## config.mk

```make
export PLATFORM = sky130hd
export DESIGN_NAME = node_inj_queue_flat
export DESIGN_NICKNAME = d
export VERILOG_FILES = /design/src/rtl/maze_pkt_pkg.sv /design/src/rtl/node_inj_queue_if.sv /design/src/rtl/inj_fifo.sv /design/src/rtl/node_inj_queue.sv /design/src/flat_wrapper.sv
export SDC_FILE = /design/constraint.sdc
export NUM_CORES = 1
export LEC_CHECK = 0
export BUFFER_PORTS_ARGS = -buffer_cell sky130_fd_sc_hd__buf_4
export CAP_MARGIN = 20
export CORE_MARGIN = 8
export CORE_UTILIZATION = 35
export CTS_BUF_LIST = sky130_fd_sc_hd__clkbuf_8 sky130_fd_sc_hd__clkbuf_16
export DETAILED_ROUTE_END_ITERATION = 12
export HOLD_SLACK_MARGIN = 0.02
export PLACE_DENSITY_LB_ADDON = 0.3
export SKIP_LAST_GASP = 1
export SYNTH_ARGS = -nofsm -noshare
export SYNTH_HDL_FRONTEND = slang
export SYNTH_SLANG_ARGS = --single-unit
```

## constraint.sdc

```tcl
create_clock -name clk -period 6 [get_ports clk]
set_clock_uncertainty 0.2 [all_clocks]
set_input_delay 0.6 -clock clk [delete_from_list [all_inputs] [get_ports clk]]
set_output_delay 0.6 -clock clk [all_outputs]
set_load 0.02 [all_outputs]
```

## src/rtl/maze_pkt_pkg.sv

```systemverilog
// Shared packet types and node-id helper for the MAZE local injection stage.
package maze_pkt_pkg;

  localparam logic QOS_HI = 1'b1;
  localparam logic QOS_LO = 1'b0;

  typedef struct packed {
    logic [1:0] typ;
    logic       qos;
    logic [5:0] src;
    logic [5:0] tgt;
    logic [7:0] data;
  } pkt_t;

  function automatic logic [5:0] node_id(input logic [2:0] x, input logic [2:0] y);
    return {x, y};
  endfunction

endpackage

```

## src/rtl/node_inj_queue_if.sv

```systemverilog
// Host-side and node-side packet handshakes of the injection queue.
// master: the queue itself; slave: host plus node port.
interface node_inj_queue_if;

  logic       host_vld;
  logic       host_rdy;
  logic [1:0] host_type;
  logic       host_qos;
  logic [5:0] host_tgt;
  logic [7:0] host_data;

  logic       pkt_in_vld;
  logic       pkt_in_rdy;
  logic [1:0] pkt_in_type;
  logic       pkt_in_qos;
  logic [5:0] pkt_in_src;
  logic [5:0] pkt_in_tgt;
  logic [7:0] pkt_in_data;

  modport master (
    input  host_vld, host_type, host_qos, host_tgt, host_data, pkt_in_rdy,
    output host_rdy, pkt_in_vld, pkt_in_type, pkt_in_qos, pkt_in_src, pkt_in_tgt, pkt_in_data
  );

  modport slave (
    output host_vld, host_type, host_qos, host_tgt, host_data, pkt_in_rdy,
    input  host_rdy, pkt_in_vld, pkt_in_type, pkt_in_qos, pkt_in_src, pkt_in_tgt, pkt_in_data
  );

endinterface

```

## src/rtl/inj_fifo.sv

```systemverilog
// Synchronous packet FIFO for one QoS class; wrap-bit pointers distinguish full from empty.
module inj_fifo
  import maze_pkt_pkg::*;
#(
  parameter int unsigned DEPTH = 4
) (
  input  logic clk,
  input  logic rst,
  input  logic push_i,
  input  pkt_t wdata_i,
  input  logic pop_i,
  output pkt_t head_o,
  output logic full_o,
  output logic empty_o
);

  localparam int unsigned AW = $clog2(DEPTH);

  logic [AW:0] wr_q, wr_d;
  logic [AW:0] rd_q, rd_d;
  pkt_t        mem_q [DEPTH];
  logic        do_push;
  logic        do_pop;

  always_comb begin
    full_o  = (wr_q[AW-1:0] == rd_q[AW-1:0]) && (wr_q[AW] != rd_q[AW]);
    empty_o = (wr_q == rd_q);
    do_push = push_i && !full_o;
    do_pop  = pop_i && !empty_o;
    wr_d    = do_push ? wr_q + 1'b1 : wr_q;
    rd_d    = do_pop ? rd_q + 1'b1 : rd_q;
    head_o  = mem_q[rd_q[AW-1:0]];
  end

  always_ff @(posedge clk) begin
    if (rst) begin
      wr_q <= '0;
      rd_q <= '0;
    end else begin
      wr_q <= wr_d;
      rd_q <= rd_d;
    end
  end

  // Storage is never reset; the pointers alone define the contents.
  always_ff @(posedge clk) begin
    if (do_push) begin
      mem_q[wr_q[AW-1:0]] <= wdata_i;
    end
  end

endmodule

```

## src/rtl/node_inj_queue.sv

```systemverilog
// Local injection stage: filters self/gated-node packets, buffers two QoS classes and feeds the
// node through one registered output slot with strict priority plus an anti-starvation limit.
module node_inj_queue
  import maze_pkt_pkg::*;
#(
  parameter int unsigned HP         = 3,
  parameter int unsigned VP         = 3,
  parameter int unsigned DEPTH      = 4,
  parameter int unsigned STARVE_LIM = 4
) (
  input  logic                  clk,
  input  logic                  rst,
  node_inj_queue_if.master      bus,
  input  logic                  pg_en,
  input  logic [5:0]            pg_node,
  output logic                  drop_o,
  output logic [7:0]            drop_cnt
);

  localparam logic [5:0]  OWN_ID     = node_id(HP[2:0], VP[2:0]);
  localparam int unsigned SW         = $clog2(STARVE_LIM + 1);
  localparam logic [SW-1:0] STARVE_MAX = SW'(STARVE_LIM);

  pkt_t          in_pkt;
  pkt_t          hi_head, lo_head;
  logic          hi_full, lo_full, hi_empty, lo_empty;
  logic          hi_sel, sel_full, host_rdy, accept, filtered;
  logic          push_hi, push_lo, pop_hi, pop_lo;
  logic          out_free, lo_turn;

  pkt_t          out_q, out_d;
  logic          out_vld_q, out_vld_d;
  logic [SW-1:0] starve_q, starve_d;
  logic          drop_q, drop_d;
  logic [7:0]    drop_cnt_q, drop_cnt_d;

  inj_fifo #(
    .DEPTH (DEPTH)
  ) u_fifo_hi (
    .clk     (clk),
    .rst     (rst),
    .push_i  (push_hi),
    .wdata_i (in_pkt),
    .pop_i   (pop_hi),
    .head_o  (hi_head),
    .full_o  (hi_full),
    .empty_o (hi_empty)
  );

  inj_fifo #(
    .DEPTH (DEPTH)
  ) u_fifo_lo (
    .clk     (clk),
    .rst     (rst),
    .push_i  (push_lo),
    .wdata_i (in_pkt),
    .pop_i   (pop_lo),
    .head_o  (lo_head),
    .full_o  (lo_full),
    .empty_o (lo_empty)
  );

  always_comb begin
    hi_sel   = (bus.host_qos == QOS_HI);
    sel_full = hi_sel ? hi_full : lo_full;
    // Readiness ignores the filter so dropped packets are still consumed.
    host_rdy = !rst && !sel_full;
    accept   = bus.host_vld && host_rdy;
    filtered = (bus.host_tgt == OWN_ID) || (pg_en && (bus.host_tgt == pg_node));
    in_pkt   = '{typ: bus.host_type, qos: bus.host_qos, src: OWN_ID,
                 tgt: bus.host_tgt, data: bus.host_data};
    push_hi  = accept && !filtered && hi_sel;
    push_lo  = accept && !filtered && (bus.host_qos == QOS_LO);

    out_free = !out_vld_q || bus.pkt_in_rdy;
    lo_turn  = !lo_empty && (hi_empty || (starve_q == STARVE_MAX));
    pop_lo   = out_free && lo_turn;
    pop_hi   = out_free && !hi_empty && !lo_turn;

    out_vld_d = out_vld_q;
    out_d     = out_q;
    if (out_free) begin
      out_vld_d = pop_hi || pop_lo;
      if (pop_hi) begin
        out_d = hi_head;
      end else if (pop_lo) begin
        out_d = lo_head;
      end
    end

    starve_d = starve_q;
    if (lo_empty || pop_lo) begin
      starve_d = '0;
    end else if (pop_hi) begin
      starve_d = starve_q + SW'(1);
    end

    drop_d     = accept && filtered;
    drop_cnt_d = drop_cnt_q;
    if (drop_d && (drop_cnt_q != 8'hFF)) begin
      drop_cnt_d = drop_cnt_q + 8'd1;
    end
  end

  always_ff @(posedge clk) begin
    if (rst) begin
      out_q      <= '0;
      out_vld_q  <= 1'b0;
      starve_q   <= '0;
      drop_q     <= 1'b0;
      drop_cnt_q <= '0;
    end else begin
      out_q      <= out_d;
      out_vld_q  <= out_vld_d;
      starve_q   <= starve_d;
      drop_q     <= drop_d;
      drop_cnt_q <= drop_cnt_d;
    end
  end

  // Outputs are forced low for the whole reset assertion, not just after the first edge.
  assign bus.host_rdy    = host_rdy;
  assign bus.pkt_in_vld  = out_vld_q && !rst;
  assign bus.pkt_in_type = rst ? 2'b0 : out_q.typ;
  assign bus.pkt_in_qos  = rst ? 1'b0 : out_q.qos;
  assign bus.pkt_in_src  = rst ? 6'b0 : out_q.src;
  assign bus.pkt_in_tgt  = rst ? 6'b0 : out_q.tgt;
  assign bus.pkt_in_data = rst ? 8'b0 : out_q.data;
  assign drop_o          = drop_q && !rst;
  assign drop_cnt        = rst ? 8'b0 : drop_cnt_q;

endmodule

```

## src/flat_wrapper.sv

```systemverilog
// flat-port wrapper written by rule: the top's interface ports become plain ports
module node_inj_queue_flat import maze_pkt_pkg::*;
#(
  parameter int unsigned HP         = 3,
  parameter int unsigned VP         = 3,
  parameter int unsigned DEPTH      = 4,
  parameter int unsigned STARVE_LIM = 4
)
  (clk, rst, pg_en, pg_node, drop_o, drop_cnt, bus_host_vld, bus_host_type, bus_host_qos, bus_host_tgt, bus_host_data, bus_pkt_in_rdy, bus_host_rdy, bus_pkt_in_vld, bus_pkt_in_type, bus_pkt_in_qos, bus_pkt_in_src, bus_pkt_in_tgt, bus_pkt_in_data);
  node_inj_queue_if bus_i ();
  input  logic clk;
  input  logic rst;
  input  logic pg_en;
  input  logic [5:0] pg_node;
  output logic drop_o;
  output logic [7:0] drop_cnt;
  input wire logic [$bits(bus_i.host_vld)-1:0] bus_host_vld;
  input wire logic [$bits(bus_i.host_type)-1:0] bus_host_type;
  input wire logic [$bits(bus_i.host_qos)-1:0] bus_host_qos;
  input wire logic [$bits(bus_i.host_tgt)-1:0] bus_host_tgt;
  input wire logic [$bits(bus_i.host_data)-1:0] bus_host_data;
  input wire logic [$bits(bus_i.pkt_in_rdy)-1:0] bus_pkt_in_rdy;
  output wire logic [$bits(bus_i.host_rdy)-1:0] bus_host_rdy;
  output wire logic [$bits(bus_i.pkt_in_vld)-1:0] bus_pkt_in_vld;
  output wire logic [$bits(bus_i.pkt_in_type)-1:0] bus_pkt_in_type;
  output wire logic [$bits(bus_i.pkt_in_qos)-1:0] bus_pkt_in_qos;
  output wire logic [$bits(bus_i.pkt_in_src)-1:0] bus_pkt_in_src;
  output wire logic [$bits(bus_i.pkt_in_tgt)-1:0] bus_pkt_in_tgt;
  output wire logic [$bits(bus_i.pkt_in_data)-1:0] bus_pkt_in_data;
  assign bus_i.host_vld = bus_host_vld;
  assign bus_i.host_type = bus_host_type;
  assign bus_i.host_qos = bus_host_qos;
  assign bus_i.host_tgt = bus_host_tgt;
  assign bus_i.host_data = bus_host_data;
  assign bus_i.pkt_in_rdy = bus_pkt_in_rdy;
  assign bus_host_rdy = bus_i.host_rdy;
  assign bus_pkt_in_vld = bus_i.pkt_in_vld;
  assign bus_pkt_in_type = bus_i.pkt_in_type;
  assign bus_pkt_in_qos = bus_i.pkt_in_qos;
  assign bus_pkt_in_src = bus_i.pkt_in_src;
  assign bus_pkt_in_tgt = bus_i.pkt_in_tgt;
  assign bus_pkt_in_data = bus_i.pkt_in_data;
  node_inj_queue #(.HP(HP), .VP(VP), .DEPTH(DEPTH), .STARVE_LIM(STARVE_LIM)) u_core (.clk(clk), .rst(rst), .bus(bus_i), .pg_en(pg_en), .pg_node(pg_node), .drop_o(drop_o), .drop_cnt(drop_cnt));
endmodule
```

; ---- Yosys cells after proc, flatten, opt, wreduce, memory -nomap -nowiden
; Memory sizes are Yosys's and may differ from the RTL's. A register that Yosys moved wholly into a read port is not among the register bits.
; Cells that the tools add are included.
[totals]
reg_bits = 48
memories = 2
word_cells = 86
output_inout_bits = 34
ramBits = 136
[memory_table]
columns = name, words, word_bits, rd, rd_ports_with_merged_regs, wr, line_no
row1 = u_core.u_fifo_hi.mem_q, 4, 17, 1, 1, 1, inj_fifo.sv:21  ; pkt_t mem_q [DEPTH];
row2 = u_core.u_fifo_lo.mem_q, 4, 17, 1, 1, 1, inj_fifo.sv:21
[classes]
muxes = 17
n_bitwise = 1
n_eq_ne = 10
reduce_logical = 37
n_addsub = 6
[ops]
columns = operator, n
row1 = 23-bit two-way mux, 2
row2 = 1-bit logical AND, 20
row3 = 8-bit two-way mux, 2
row4 = "3-bit by 1-bit adder with 3-bit output, second input constant", 5
row5 = 6-bit two-way mux, 2
row6 = 2-bit two-way mux, 5
row7 = 1-bit zero test, 9
row8 = "8-bit by 1-bit adder with 8-bit output, second input constant", 1
row9 = "8-bit != test, second input constant", 1
row10 = 3-bit equality test, 2
row11 = "6-bit by 5-bit equality test with 1-bit output, second input constant", 1
row12 = 6-bit equality test, 1
row13 = 1-bit two-way mux, 6
row14 = 1-bit logical OR, 5
row15 = 2-bit equality test, 2
row16 = "3-bit equality test, second input constant", 1
row17 = 1-bit != test, 2
row18 = 2-bit AND reduction, 1
row19 = 2-bit nonzero test, 1
row20 = 2-bit OR reduction, 1
row21 = 1-bit NOT, 1

; ---- Longest topological paths before layout
[depth]
depth_word = 11
ltp_mapped = 9

; ---- Hierarchy
; From an unflattened synthesis, not the netlist that was laid out.
[hier_totals]
hier_cells = 610
area_unflattened_um2 = 9800.6
[modules_own_cells]
columns = module, instances, area_per_inst_um2, seq_area_each_um2, cells_per_inst
row1 = inj_fifo (u_core.u_fifo_lo), 1, 3890.0, 2922.8, 188
row2 = inj_fifo (u_core.u_fifo_hi), 1, 3887.5, 2922.8, 188
row3 = node_inj_queue, 1, 2023.2, 720.7, 234

; ---- Worst setup path after synthesis
; No wires, ideal clock.
[synth_timing]
path_type = input to output
from = input port rst
to = output port bus_pkt_in_src[1]
cell_stages = 5
setup_slack_ns = 3.372
arrival_time_ns = 1.828
required_ns = 5.200
cell_sequence = clkbuf_1 clkbuf_1 clkbuf_1 nor2b_1 buf_4
[synth_between]
elab_chain_cells = 1
[synth_lines]
columns = element, line_no
row1 = "start, declared", flat_wrapper.sv:12  ; input logic rst;
row2 = 6-bit two-way mux, node_inj_queue.sv:126  ; assign bus.pkt_in_src = rst ? 6'b0 : out_q.src;
row3 = "end, declared", flat_wrapper.sv:27  ; output wire logic [$bits(bus_i.pkt_in_src)-1:0] bus_pkt_in_src;
; No other way between the ends.

; ---- Worst setup path in the final report
[layout_timing]
from = register u_core.u_fifo_lo.wr_q[1]
to = output port bus_host_rdy
[layout_between]
elab_chain_cells = 5
[layout_lines]
columns = element, line_no
row1 = "start, declared", inj_fifo.sv:19  ; logic [AW:0] wr_q, wr_d;
row2 = "start signal, assigned", inj_fifo.sv:40  ; wr_q <= wr_d;
row3 = 2-bit equality test, inj_fifo.sv:26  ; full_o = (wr_q[AW-1:0] == rd_q[AW-1:0]) && (wr_q[AW] != rd_q[AW]);
row4 = 1-bit logical AND, inj_fifo.sv:26
row5 = 1-bit two-way mux, node_inj_queue.sv:65  ; sel_full = hi_sel ? hi_full : lo_full;
row6 = 1-bit zero test, node_inj_queue.sv:67  ; host_rdy = !rst && !sel_full;
row7 = 1-bit logical AND, node_inj_queue.sv:67
row8 = "end, declared", flat_wrapper.sv:23  ; output wire logic [$bits(bus_i.host_rdy)-1:0] bus_host_rdy;
; No other way between the ends.

==> reports/summary.txt <==
Cell Pwr Density = 387 mW/mm^2
Root Driver = clkbuf_16
Hold Fails Final Rpt = 0
Final Setup Violations = 0
Net Switching = 943 uW
GR Overflow Total = 0
cts repair resizes = 0
clock group share of total power = 34.0%
initial detailed-routing violation count = 190
total die area = 0.0262 sq mm
syn_area_per_cell = 15.9 sq um
Synth cell types = 39
share of layout cells above drive strength 1 = 25.0%
RSZ-0062 raised after global routing = false
Worst-Skew Late Latency = 420 ps
Setup TNS = 0 ps
final slew viol count = 0
gr busiest metal = met2
CTS Hold Bufs = 0
GRT met1 Usage = 14.7%
DP Area = 0.00815 sq mm
clk buf depth = 2
slew margin rel. = 27.5%
core box area = 0.0210 sq mm
Final ANT Viol Nets = 0
fillers = 1,935
GP Congestion = 0.718
via count = 3,930
GRT Util Overall = 12.0%
combinational power share = 21.8%
critical-path maximum fanout = 5
WS Path Type = reg -> out
Synth Cell Area = 0.00746 sq mm
DRC = 0
WP data arrival = 2070 ps
Crit. End Element = output pin
CTS tree = yes
initial antenna violation count = 0
first-pass GRT wire length = 23.7 mm
# H-tree levels = 4
row cnt = 53
vias in the first global route = 4,236
antenna cells = 0
Leak = 3.00 nW
Worst path top cell family by delay = simple AND/OR/NAND/NOR gates
post-route cell area = 0.00876 sq mm
WL/cell = 18.4 um
sequential area share after synthesis = 67.4%
final core occ = 41.8%
Crit path required time = 5200 ps
Ys Warns = 0
Switching Fraction = 27.8%
FMAX = 349 MHz
Final Cycle Share = 47.8%
P_int = 2.45 mW
Worst-Margin Slew = 1090 ps
Die H = 162 um
area delta synth->final = 17.5%
Mapped Cells = 470
CP startpoint kind = register
drt first pass iters = 4
GR Util met2 = 20.3%
Buf/Inv on CP = 1
Port Buffers = 59
clock slew at reported path FFs = 70 ps
clk sinks = 183
CP Cell Sequence = xor2_1 > or3_1 > mux2i_1 > nor2_1 > buf_4
worst vdd ir = 213 uV
critical path's slowest cell = dfxtp_1
HP Class = in -> reg
setup bufs post-CTS = 0
slowest stage delay, CP = 440 ps
largest net degree at the start of global routing = 73
sequential share of power = 44.2%
met3 Usage GRT = 3.09%
WL final = 15.0 mm
minimum clock period = 2870 ps
I/O pins = 62
outcome = finished clean
NumNets Final = 567
Via density = 4.83
max cap viols = 0
initial core utilization = 35.6%
Synth Register Bits = 183
Num CTS Buffers = 17
dpl hpwl = 9.69 mm
die extent in x = 162 um
cell usage after synthesis, drive strengths merged:
master / count / area, sq um
mux2i: 23 / 230
nor3b: 1 / 7.51
nand4: 3 / 18.8
xnor2: 15 / 131
o211a: 1 / 10.0
and2: 10 / 62.6
edfxtp: 136 / 4080
nand2b: 4 / 25.0
xor2: 6 / 52.6
and3: 1 / 6.26
mux4: 34 / 766
o31ai: 1 / 7.51
a211oi: 19 / 143
nor3: 3 / 15.0
nand2: 10 / 37.5
nor4bb: 1 / 10.0
nand3: 7 / 35.0
nor4: 1 / 6.26
a21oi: 5 / 25.0
clkbuf: 11 / 41.3
or4: 4 / 33.8
buf: 16 / 90.1
o21ai: 2 / 10.0
nand3b: 1 / 7.51
mux2: 5 / 60.1
nor2b: 31 / 194
a21o: 2 / 15.0
conb: 1 / 3.75
a211o: 1 / 8.76
inv: 8 / 30.0
ha: 13 / 163
or3: 2 / 17.5
nor2: 45 / 169
dfxtp: 47 / 941
power by group through the flow:
| stage | Combinational [mW] | Sequential, mW | Clock (mW) |
|---|---|---|---|
| final | 0.739 | 1.50 | 1.15 |
| after global routing | 0.818 | 1.51 | 1.23 |
| after CTS | 0.760 | 1.50 | 1.18 |
| after detailed placement | 0.757 | 1.53 | 0 |
| after global placement | 0.739 | 1.52 | 0 |
| after floorplan | 0.561 | 1.50 | 0 |
logic make-up after synthesis:
| group | share of synthesized area, % |
|---|---|
| DFF | 67.4 |
| adders and majority gates | 2.18 |
| and+or+nand+nor | 8.66 |
| xor gates and xnor gates | 2.47 |
| other | 0.0503 |
| buffers and inverters | 2.16 |
| AOI/OAI and AO/OA | 2.94 |
| muxes | 14.2 |
metrics by stage:
stage	setup WS (ps)	power (mW)	std cells	hold slack, ps
2_1_floorplan	3370	2.06	471	232
5_1_grt	3010	3.56	814	191
4_1_cts	3140	3.44	814	189
6_report	3130	3.39	814	214
3_3_place_gp	2850	2.26	782	251
3_5_place_dp	2710	2.29	782	263
cell type report:
class	instances	area [sq um]	area share, %
Inverter	8	30.0	0.343
Tap cell	275	344	3.93
Clock buffer	17	425	4.85
Clock inverter	15	189	2.16
Multi-Input combinational cell	253	2280	26.0
Sequential cell	183	5020	57.3
Timing Repair Buffer	63	473	5.40
flip-flops by register name (all words and copies together) (netlist names), named ones only:
signal,flops
u_core.u_fifo_hi.mem_q,68
u_core.u_fifo_lo.mem_q,68
u_core.out_q,18
u_core.drop_cnt_q,8
u_core.starve_q,3
u_core.u_fifo_hi.rd_q,3
u_core.u_fifo_hi.wr_q,3
u_core.u_fifo_lo.rd_q,3
u_core.u_fifo_lo.wr_q,3
u_core.drop_q,1
u_core.out_vld_q,1
path summary, 6_finish.rpt:
kind	from	to	slack [ps]	cells after the start
hold / removal	bus_host_data[0]	u_core.u_fifo_hi.mem_q[3][0]$_DFFE_PP_	210	1
setup / recovery	u_core.u_fifo_lo.wr_q[1]$_SDFFE_PP0P_	bus_host_rdy	3130	5
hold reg to reg	u_core.out_q[17]$_SDFFE_PP0P_	u_core.out_q[17]$_SDFFE_PP0P_	270	2
setup reg to reg	u_core.u_fifo_lo.wr_q[0]$_SDFFE_PP0P_	u_core.u_fifo_lo.mem_q[2][15]$_DFFE_PP_	3270	5
per-layer routing:
metal | share of wire, % | vias up
met1 | 45 | 1985
met4 | 1.1 | 0
met5 | 0 | -
met3 | 3.4 | 14
li1 | - | 1867
met2 | 50 | 64
cells in the final DEF, fill, tap and decap left out, types with 2 or more instances in the layout:
cell type / instances
mux2_2: 4
o21ai_0: 2
clkbuf_16: 17
conb_1: 2
nand4_1: 3
a21o_1: 2
mux2i_1: 23
nand2b_1: 4
inv_6: 5
nand3_1: 7
mux4_2: 34
inv_8: 3
ha_1: 13
inv_1: 9
buf_4: 63
a21oi_1: 5
bufinv_16: 3
or4_1: 3
nand2_1: 10
and2_1: 10
xnor2_1: 15
edfxtp_1: 136
a211oi_1: 19
dfxtp_1: 47
nor2b_1: 31
nor2_1: 44
xor2_1: 6
nor3_1: 3
(Power assumes the default switching activity.)
